--- src/rtl/ps2_pkg.sv ---
// rtl/ps2_pkg.sv - shared PS/2 set-2 scan codes and ASCII constants
package ps2_pkg;

    localparam logic [7:0] BREAK_CODE    = 8'hF0;
    localparam logic [7:0] EXTENDED_CODE = 8'hE0;

    localparam logic [7:0] SC_A = 8'h1C;
    localparam logic [7:0] SC_B = 8'h32;
    localparam logic [7:0] SC_C = 8'h21;
    localparam logic [7:0] SC_D = 8'h23;
    localparam logic [7:0] SC_E = 8'h24;
    localparam logic [7:0] SC_F = 8'h2B;
    localparam logic [7:0] SC_G = 8'h34;
    localparam logic [7:0] SC_H = 8'h33;
    localparam logic [7:0] SC_I = 8'h43;
    localparam logic [7:0] SC_J = 8'h3B;
    localparam logic [7:0] SC_K = 8'h42;
    localparam logic [7:0] SC_L = 8'h4B;
    localparam logic [7:0] SC_M = 8'h3A;
    localparam logic [7:0] SC_N = 8'h31;
    localparam logic [7:0] SC_O = 8'h44;
    localparam logic [7:0] SC_P = 8'h4D;
    localparam logic [7:0] SC_Q = 8'h15;
    localparam logic [7:0] SC_R = 8'h2D;
    localparam logic [7:0] SC_S = 8'h1B;
    localparam logic [7:0] SC_T = 8'h2C;
    localparam logic [7:0] SC_U = 8'h3C;
    localparam logic [7:0] SC_V = 8'h2A;
    localparam logic [7:0] SC_W = 8'h1D;
    localparam logic [7:0] SC_X = 8'h22;
    localparam logic [7:0] SC_Y = 8'h35;
    localparam logic [7:0] SC_Z = 8'h1A;

    localparam logic [7:0] SC_0 = 8'h45;
    localparam logic [7:0] SC_1 = 8'h16;
    localparam logic [7:0] SC_2 = 8'h1E;
    localparam logic [7:0] SC_3 = 8'h26;
    localparam logic [7:0] SC_4 = 8'h25;
    localparam logic [7:0] SC_5 = 8'h2E;
    localparam logic [7:0] SC_6 = 8'h36;
    localparam logic [7:0] SC_7 = 8'h3D;
    localparam logic [7:0] SC_8 = 8'h3E;
    localparam logic [7:0] SC_9 = 8'h46;

    localparam logic [7:0] SC_SPACE = 8'h29;
    localparam logic [7:0] SC_ENTER = 8'h5A;
    localparam logic [7:0] SC_BKSP  = 8'h66;
    localparam logic [7:0] SC_ESC   = 8'h76;

    localparam logic [7:0] ASCII_NUL = 8'h00;
    localparam logic [7:0] ASCII_BS  = 8'h08;
    localparam logic [7:0] ASCII_CR  = 8'h0D;
    localparam logic [7:0] ASCII_ESC = 8'h1B;
    localparam logic [7:0] ASCII_SP  = 8'h20;

endpackage

--- src/rtl/ps2_delay_timer.sv ---
// rtl/ps2_delay_timer.sv - one-shot delay timer armed by a rising start level
module ps2_delay_timer
    import ps2_pkg::*;
#(
    parameter int unsigned DELAY_CYCLES = 16
) (
    input  logic clock,
    input  logic reset,
    input  logic start,
    output logic finish
);

    localparam int CNT_W = $clog2(DELAY_CYCLES + 1);
    localparam logic [CNT_W-1:0] LOAD_VALUE = CNT_W'(DELAY_CYCLES - 1);

    logic             start_d;
    logic             running;
    logic [CNT_W-1:0] count;
    logic             trigger;

    // Only a fresh rise of start arms the timer; a held level re-arms nothing.
    assign trigger = start & ~start_d;

    // Count down once armed; triggers arriving while running are dropped.
    always_ff @(posedge clock) begin
        if (reset) begin
            start_d <= 1'b0;
            running <= 1'b0;
            count   <= '0;
            finish  <= 1'b0;
        end else begin
            start_d <= start;
            finish  <= 1'b0;
            if (running) begin
                if (count != '0) begin
                    count <= count - CNT_W'(1);
                end else begin
                    running <= 1'b0;
                    finish  <= 1'b1;
                end
            end else if (trigger) begin
                running <= 1'b1;
                count   <= LOAD_VALUE;
            end
        end
    end

endmodule

--- src/rtl/ps2_keypress_decoder.sv ---
// rtl/ps2_keypress_decoder.sv - break-qualified keypress strobe plus scan-code to ASCII map
module ps2_keypress_decoder
    import ps2_pkg::*;
#(
    parameter int unsigned DELAY_CYCLES = 16
) (
    input  logic       clock,
    input  logic       reset,
    input  logic [7:0] ps2_key_received,
    input  logic [7:0] ps2_last_key_received,
    output logic [7:0] ascii_character_out,
    output logic       key_just_pressed
);

    logic release_now;
    logic release_q;
    logic start_q;

    assign release_now = (ps2_last_key_received == BREAK_CODE);

    // The break prefix must be seen on two consecutive edges to count as a release.
    always_ff @(posedge clock) begin
        if (reset) begin
            release_q <= 1'b0;
            start_q   <= 1'b0;
        end else begin
            release_q <= release_now;
            start_q   <= release_q & release_now;
        end
    end

    ps2_delay_timer #(
        .DELAY_CYCLES(DELAY_CYCLES)
    ) u_timer (
        .clock (clock),
        .reset (reset),
        .start (start_q),
        .finish(key_just_pressed)
    );

    // Set-2 make code to lowercase ASCII; anything unmapped reads as NUL.
    always_comb begin
        ascii_character_out = ASCII_NUL;
        case (ps2_key_received)
            SC_A:     ascii_character_out = 8'h61;
            SC_B:     ascii_character_out = 8'h62;
            SC_C:     ascii_character_out = 8'h63;
            SC_D:     ascii_character_out = 8'h64;
            SC_E:     ascii_character_out = 8'h65;
            SC_F:     ascii_character_out = 8'h66;
            SC_G:     ascii_character_out = 8'h67;
            SC_H:     ascii_character_out = 8'h68;
            SC_I:     ascii_character_out = 8'h69;
            SC_J:     ascii_character_out = 8'h6A;
            SC_K:     ascii_character_out = 8'h6B;
            SC_L:     ascii_character_out = 8'h6C;
            SC_M:     ascii_character_out = 8'h6D;
            SC_N:     ascii_character_out = 8'h6E;
            SC_O:     ascii_character_out = 8'h6F;
            SC_P:     ascii_character_out = 8'h70;
            SC_Q:     ascii_character_out = 8'h71;
            SC_R:     ascii_character_out = 8'h72;
            SC_S:     ascii_character_out = 8'h73;
            SC_T:     ascii_character_out = 8'h74;
            SC_U:     ascii_character_out = 8'h75;
            SC_V:     ascii_character_out = 8'h76;
            SC_W:     ascii_character_out = 8'h77;
            SC_X:     ascii_character_out = 8'h78;
            SC_Y:     ascii_character_out = 8'h79;
            SC_Z:     ascii_character_out = 8'h7A;
            SC_0:     ascii_character_out = 8'h30;
            SC_1:     ascii_character_out = 8'h31;
            SC_2:     ascii_character_out = 8'h32;
            SC_3:     ascii_character_out = 8'h33;
            SC_4:     ascii_character_out = 8'h34;
            SC_5:     ascii_character_out = 8'h35;
            SC_6:     ascii_character_out = 8'h36;
            SC_7:     ascii_character_out = 8'h37;
            SC_8:     ascii_character_out = 8'h38;
            SC_9:     ascii_character_out = 8'h39;
            SC_SPACE: ascii_character_out = ASCII_SP;
            SC_ENTER: ascii_character_out = ASCII_CR;
            SC_BKSP:  ascii_character_out = ASCII_BS;
            SC_ESC:   ascii_character_out = ASCII_ESC;
            default:  ascii_character_out = ASCII_NUL;
        endcase
    end

endmodule

--- config.mk ---
export PLATFORM = sky130hd
export DESIGN_NAME = ps2_keypress_decoder
export DESIGN_NICKNAME = d
export VERILOG_FILES = /design/src/rtl/ps2_pkg.sv /design/src/rtl/ps2_delay_timer.sv /design/src/rtl/ps2_keypress_decoder.sv
export SDC_FILE = /design/constraint.sdc
export NUM_CORES = 1
export LEC_CHECK = 0
export CAP_MARGIN = 20
export CORE_MARGIN = 10
export CORE_UTILIZATION = 50
export DETAILED_ROUTE_END_ITERATION = 10
export PLACE_DENSITY = 0.84
export SLEW_MARGIN = 10
export SYNTH_ARGS = -nofsm -noshare
export SYNTH_HDL_FRONTEND = slang
export SYNTH_SLANG_ARGS = --single-unit
export TNS_END_PERCENT = 5
--- constraint.sdc ---
create_clock -name clock -period 2 [get_ports clock]
set_input_delay 0.3 -clock clock [delete_from_list [all_inputs] [get_ports clock]]
set_output_delay 0.3 -clock clock [all_outputs]
set_load 0.05 [all_outputs]
==> flow_summary_export.csv, run 1 <==
group,metric,value,unit
sta,tightestPinTransition,0.524,ns
yosys,synth_top_cell_by_area,"dfxtp_1",
routing,via_per_inst,6.93,
sta,final_max_slew_viol_count,0,
yosys,synthSimpleGateAreaFrac,30.3,%
grt,grtUsageTotal,20.9,%
worst_setup_path,worstPathRequired,1.70,ns
yosys,synth_xor_area_share,0.719,%
routing,drc,0,
placement,numPortBuffers,25,
routing,drt-initial-drc-count,257,
grt,grt_antenna_before_repair,0,
yosys,synth_area_leaders,"dfxtp_1, ha_1, o21ai_0, nor2_1, a21oi_1",
clock_tree,postCtsHoldBufs,0,
sta,finalCritPeriodShare,106,%
placement,place_area,0.00181,mm2
worst_setup_path,critPathLaunchType,"input port",
clock_tree,numCtsBuffers,3,
pwr,p_int,0.465,mW
finish,final_util,91.8,%
finish,syn_to_final_growth,71.5,%
grt,overflow,0,
clock_tree,tritoncts,"done",
pwr,leakagePower,0.836,nW
routing,wire_per_inst,22.1,um
hold_path,hold_path_class,"flip-flop to flip-flop",
worst_setup_path,rr_worst_depth,7,
sta,rsz0062_at_grt,"true",
yosys,yosys_warnings,0,
yosys,synth_flop_cell,"dfxtp_1",
yosys,seq_area_frac_synth,16.4,%
worst_setup_path,slowest_delay,0.33,ns
yosys,synth_compound_area_share,30.6,%
sta,setup_viol_count_final,7,
die,initial_core_util,53.5,%
clock_tree,ctsRootBufferMaster,"clkbuf_4",
yosys,syn_inst,171,
yosys,synth_fp_nets,197,
sta,fin_skew,0.00800,ns
yosys,synth_edf_count,0,
pwr,p_comb_share,56.7,%
pwr,switching_share,38.3,%
finish,drive_gt1_share,43.5,%
pwr,ir_worst_vdd,575,uV
die,die_h,69.4,um
run_status,outcome,"finished, violations left",
yosys,synth_top_family_by_area,"compound AO/OA/AOI/OAI gates",
pwr,p_clk_share,16.9,%
sta,fmax,471,MHz
clock_tree,htreeDepth,1,
clock_tree,insertion_delay,0.26,ns
sta,tns,-0.433,ns
worst_setup_path,crit_path_end_kind,"output pin",
pwr,seq_power_share,26.5,%
die,die_w,69.4,um
finish,diodes,0,
hold_path,min_delay_path_depth,1,
yosys,ys_types,52,
worst_setup_path,cp.arrival,1.82,ns
worst_setup_path,slowest_stage,"a221oi_4",
clock_tree,cts_max_path_buffers,2,
die,ios,27,
yosys,muxShareOfSynthArea,3.49,%
pwr,p_per_area,360,mW/mm2
placement,place_hpwl,3.46,mm
yosys,synth.cells.most_frequent,"nor2_1, o21ai_0, nand2_1",
yosys,synth-adder-area-share,8.21,%
job,cap_violations,0,
finish,finalNetCount,258,
yosys,async_reset_ff_share,0,%
pwr,power_switching,0.288,mW
worst_setup_path,critPathKind,"input port to output pin",
clock_tree,clock-sinks,10,
worst_setup_path,crit_fanout,6,
routing,drt_first_pass_iters,8,
yosys,syn_area,0.00122,mm2
routing,ant_nets,0,
routing,drt-total-wl,5.71,mm
worst_setup_path,worstPathCellList,"buf_8, inv_4, ha_4, nand4b_1, nor2_2, a21oi_2, a21o_1, a221oi_4, buf_12",
yosys,avgSynthCellArea,7.13,um2
finish,nFillCells,92,
sta,setup_slack,-0.123,ns
run_status,violations,"negative setup slack",
placement,gp_congestion,0.993,
yosys,synth-seq-cells,10,
die,die_area,0.00481,mm2
sta,post-route-min-period,2.12,ns
routing,via_count,1788,
clock_tree,path_clk_slew,0.05,ns
placement,detailedPlace.worstSlack,-0.726,ns
finish,stdcell_area,0.00209,mm2
grt,grt_max_degree,14,
grt,grt_first_pass_wirelength,8.78,mm
yosys,synth_top_area_share,16.4,%
sta,hold_violations,0,
die,core-area,0.00228,mm2
grt,grt_pass1_vias,1720,
sta,max-slew-margin-rel,65.0,%
yosys,synth.most_common_cell,"nor2_1",
die,rows,17,
-- logic make-up (layout without fill, tap and decap cells) --
family	Yosys count	in the layout
XOR/XNOR	1	1
adder cells (fa/ha/maj)	8	8
AND/OR/NAND/NOR	69	69
flip-flops	10	10
buffers and inverters	24	83
multiplexers	4	4
AO/OA/AOI/OAI	54	54
other	1	1
-- critical path, delay by kind of cell --
family,cells,cell delay (ns)
fa+ha+maj,1,0.18
buf+inv,3,0.39
compound gates,3,0.60
simple gates,2,0.35
-- per-layer routing --
metal / wire length, um / vias up / track usage [%] / part of all wire, %
met3: 538 / 43 / 5.14 / 9.4
met4: 334 / 0 / 7.98 / 5.8
met5: 0 / - / 0 / 0
met1: 2200 / 841 / 24.5 / 39
met2: 2640 / 154 / 35.4 / 46
li1: - / 750 / - / -
-- state kept, by name (all words and copies together), names as in the netlist --
| name | flops |
|---|---|
| u_timer.finish | 1 |
| u_timer.running | 1 |
| u_timer.count | 5 |
| u_timer.start_d | 1 |
| start_q | 1 |
| release_q | 1 |
-- through the flow --
step / power (mW) / instances / hold slack (ns)
after global placement: 0.537 / 248 / 0.416
final: 0.753 / 258 / 0.456
after floorplan: 0.383 / 171 / 0.384
after detailed placement: 0.543 / 248 / 0.427
after CTS: 0.712 / 257 / 0.440
after global routing: 0.781 / 258 / 0.460
-- worst paths after layout --
kind,to,startpoint,slack [ns]
max,ascii_character_out[2],ps2_key_received[0],-0.12
max reg2reg,u_timer.count[2],u_timer.count[0],0.24
min reg2reg,start_q,release_q,0.46
min,start_q,release_q,0.46
-- what timing repair did --
action                     CTS  global route
setup endpoints to repair    7             8
setup buffers                6             1
pin swaps                   14            12
hold endpoints to repair     0             0
resized for setup           70            17
-- power by group through the flow --
stage	registers [mW]	clock network (mW)	logic [mW]
floorplan	0.204	0	0.179
global placement	0.204	0	0.333
detailed placement	0.204	0	0.339
CTS	0.199	0.129	0.384
global route	0.199	0.136	0.447
finish	0.199	0.127	0.427
-- final cells by class --
type | count | area [um2] | share of cell area [%]
Timing Repair Buffer | 70 | 668 | 32.0
Sequential cell | 10 | 200 | 9.58
Multi-Input combinational cell | 137 | 1120 | 53.4
Inverter | 10 | 47.5 | 2.28
Clock buffer | 3 | 22.5 | 1.08
Tap cell | 28 | 35.0 | 1.68
-- placed cells by master (no fill, tap or decap), types with 6 or more instances in the layout --
cell / instances
dfxtp_1: 10
inv_1: 8
buf_4: 41
nand2_1: 11
clkdlybuf4s50_1: 11
a21oi_1: 8
buf_12: 7
nor2_1: 10
o21ai_1: 6
No activity file was read; power rests on OpenSTA's default activity.
==> run 2, diff against run 1 <==
--- a/config.mk
+++ b/config.mk
@@ -6,10 +6,13 @@
 export NUM_CORES = 1
 export LEC_CHECK = 0
 export CAP_MARGIN = 20
+export CELL_PAD_IN_SITES_DETAIL_PLACEMENT = 0
+export CELL_PAD_IN_SITES_GLOBAL_PLACEMENT = 1
+export CORE_ASPECT_RATIO = 2
 export CORE_MARGIN = 10
-export CORE_UTILIZATION = 50
+export CORE_UTILIZATION = 36
 export DETAILED_ROUTE_END_ITERATION = 10
-export PLACE_DENSITY = 0.84
+export PLACE_DENSITY = 0.85
 export SLEW_MARGIN = 10
 export SYNTH_ARGS = -nofsm -noshare
 export SYNTH_HDL_FRONTEND = slang
==> run 2 against run 1 <==
  * The flow still finishes with violations (negative setup slack)
  * Clock-buffer cell count grew 1
  * Die area grew 30%
  * Combinational power is 6.3% higher
  * Maximum frequency grew 1.1%
  * Critical path depth unchanged
  * Sequential cell count unchanged
  * Sequential share of layout area decreased by 0.90 points
  * Largest power group unchanged
==> flow_summary_export.csv, run 2 (synthesis results as in run 1) <==
group,metric,value,unit
clock_tree,cts_max_path_buffers,2,
die,core-area,0.00323,mm2
finish,largest_register,"u_timer.count",
worst_setup_path,cp_num_cells,9,
die,die_w,61.1,um
worst_setup_path,crit_top_cell,"buf_12",
run_status,outcome,"finished, violations left",
die,die_area,0.00625,mm2
hold_path,hold_path_class,"flip-flop to flip-flop",
grt,grtUsageTotal,18.3,%
worst_setup_path,critPathKind,"input port to output pin",
routing,drc,0,
sta,tightestPinTransition,0.503,ns
clock_tree,clock-sinks,10,
routing,drt-initial-drc-count,69,
routing,via_per_inst,6.12,
worst_setup_path,slowest_stage,"a221oi_4",
pwr,ir_worst_vdd,517,uV
die,ios,27,
pwr,p_per_area,393,mW/mm2
routing,wl_met3,275,um
pwr,leakagePower,0.941,nW
worst_setup_path,cp_top_family,"compound AO/OA/AOI/OAI gates",
worst_setup_path,rr_worst_depth,7,
placement,gp_congestion,0.954,
finish,layout_common_cells,"buf_4, nand2_1, nor2_1, clkdlybuf4s50_1, dfxtp_1",
sta,hold_violations,0,
die,initial_core_util,37.7,%
clock_tree,path_clk_slew,0.05,ns
grt,overflow,0,
run_status,violations,"negative setup slack",
grt,grt_pass1_vias,1821,
sta,setup_viol_count_final,5,
routing,wl_met2,3.06,mm
routing,ant_nets,0,
sta,tns,-0.241,ns
die,die_h,102,um
clock_tree,tritoncts,"done",
hold_path,min_delay_path_depth,1,
pwr,power.total,0.906,mW
sta,setup_slack,-0.0987,ns
grt,grt_first_pass_wirelength,8.83,mm
die,rows,29,
clock_tree,ctsRootBufferMaster,"clkbuf_8",
finish,final_common_cell,"buf_4",
routing,via_count,1672,
worst_setup_path,slowest_delay,0.33,ns
finish,finalNetCount,269,
worst_setup_path,cp.arrival,1.80,ns
sta,max-slew-margin-rel,66.3,%
sta,fmax,476,MHz
placement,place_hpwl,3.77,mm
worst_setup_path,crit_fanout,6,
routing,highest_layer,"met4",
sta,post-route-min-period,2.10,ns
grt,grt_max_degree,12,
worst_setup_path,critPathLaunchType,"input port",
clock_tree,insertion_delay,0.24,ns
routing,wire_per_inst,20.0,um
sta,rsz0062_at_grt,"true",
worst_setup_path,critical_path_buf_inv_count,3,
worst_setup_path,worstPathCellList,"buf_12, clkinv_8, ha_4, nand4b_1, nor2_2, a21oi_2, a21o_1, a221oi_4, buf_12",
routing,drt-total-wl,5.47,mm
sta,final_max_slew_viol_count,0,
finish,diodes,0,
worst_setup_path,worstPathRequired,1.70,ns
finish,drive_gt1_share,48.3,%
finish,syn_to_final_growth,89.2,%
clock_tree,postCtsHoldBufs,0,
clock_tree,numCtsBuffers,3,
worst_setup_path,crit_path_end_kind,"output pin",
sta,finalCritPeriodShare,105,%
routing,drt_first_pass_iters,4,
grt,grt_antenna_before_repair,0,
routing,wl_met1,1.80,mm
finish,largest_register_ffs,5,
job,cap_violations,0,
clock_tree,htreeDepth,1,
sta,fin_skew,0.00228,ns
finish,final_util,71.4,%
placement,numPortBuffers,25,
run 2: cell types whose count changed in the layout (fill, tap and decap cells not counted), moves of 2 or more:
cell,previous run,this run
clkbuf_4,3,0
o21ai_1,6,4
buf_2,2,0
clkbuf_8,0,4
o21ai_2,4,1
clkbuf_2,0,2
buf_6,5,7
o21ai_0,2,6
buf_4,41,48
buf_12,7,9
run 2: power breakdown:
group	total (mW)	switching, mW	internal (mW)
Sequential	0.200	0.00000874	0.200
Clock	0.252	0.0787	0.173
Combinational	0.454	0.227	0.227
run 2: cell type report:
type,instances,area [um2]
tap,31,38.8
sequential,10,200
timing repair buffer,81,818
clock buffer,4,55.1
fill,229,923
inverter,10,52.6
multi-input combinational,137,1140
run 2: worst register-to-register path, cell delays in order (launching register included):
cell and delay (ns):
dfxtp_1 0.33, inv_1 0.06, ha_1 0.18, or3b_2 0.51
o21ai_0 0.23, nor4_1 0.10, xnor2_1 0.18, a21oi_1 0.09
run 2: routing by layer:
| layer | vias to the layer above | global-route usage, % |
|---|---|---|
| li1 | 770 | - |
| met1 | 796 | 16.4 |
| met2 | 77 | 33.4 |
| met3 | 29 | 3.73 |
| met4 | 0 | 14.0 |
| met5 | - | 0 |
run 2: repair_timing:
item                       in CTS  in global routing
gates cloned                    3                  0
buffers inserted                9                  3
resized for setup              85                 12
pin swaps                      19                 11
setup endpoints to repair       7                  7
run 2: per-stage QoR:
step                setup WS [ns]  area [um2]  hold WS (ns)  std cells
global placement           -0.668        1850         0.414        254
floorplan                  -0.151        1260         0.384        171
detailed placement         -0.733        1850         0.417        254
CTS                       -0.0241        2270         0.437        270
global route               -0.145        2310         0.463        273
finish                    -0.0987        2310         0.433        273
run 2: final timing paths:
check	startpoint	end	slack, ns
max	ps2_key_received[0]	ascii_character_out[2]	-0.1
min	release_q	start_q	0.43
max reg2reg	u_timer.count[0]	u_timer.count[3]	0.19
min reg2reg	release_q	start_q	0.43
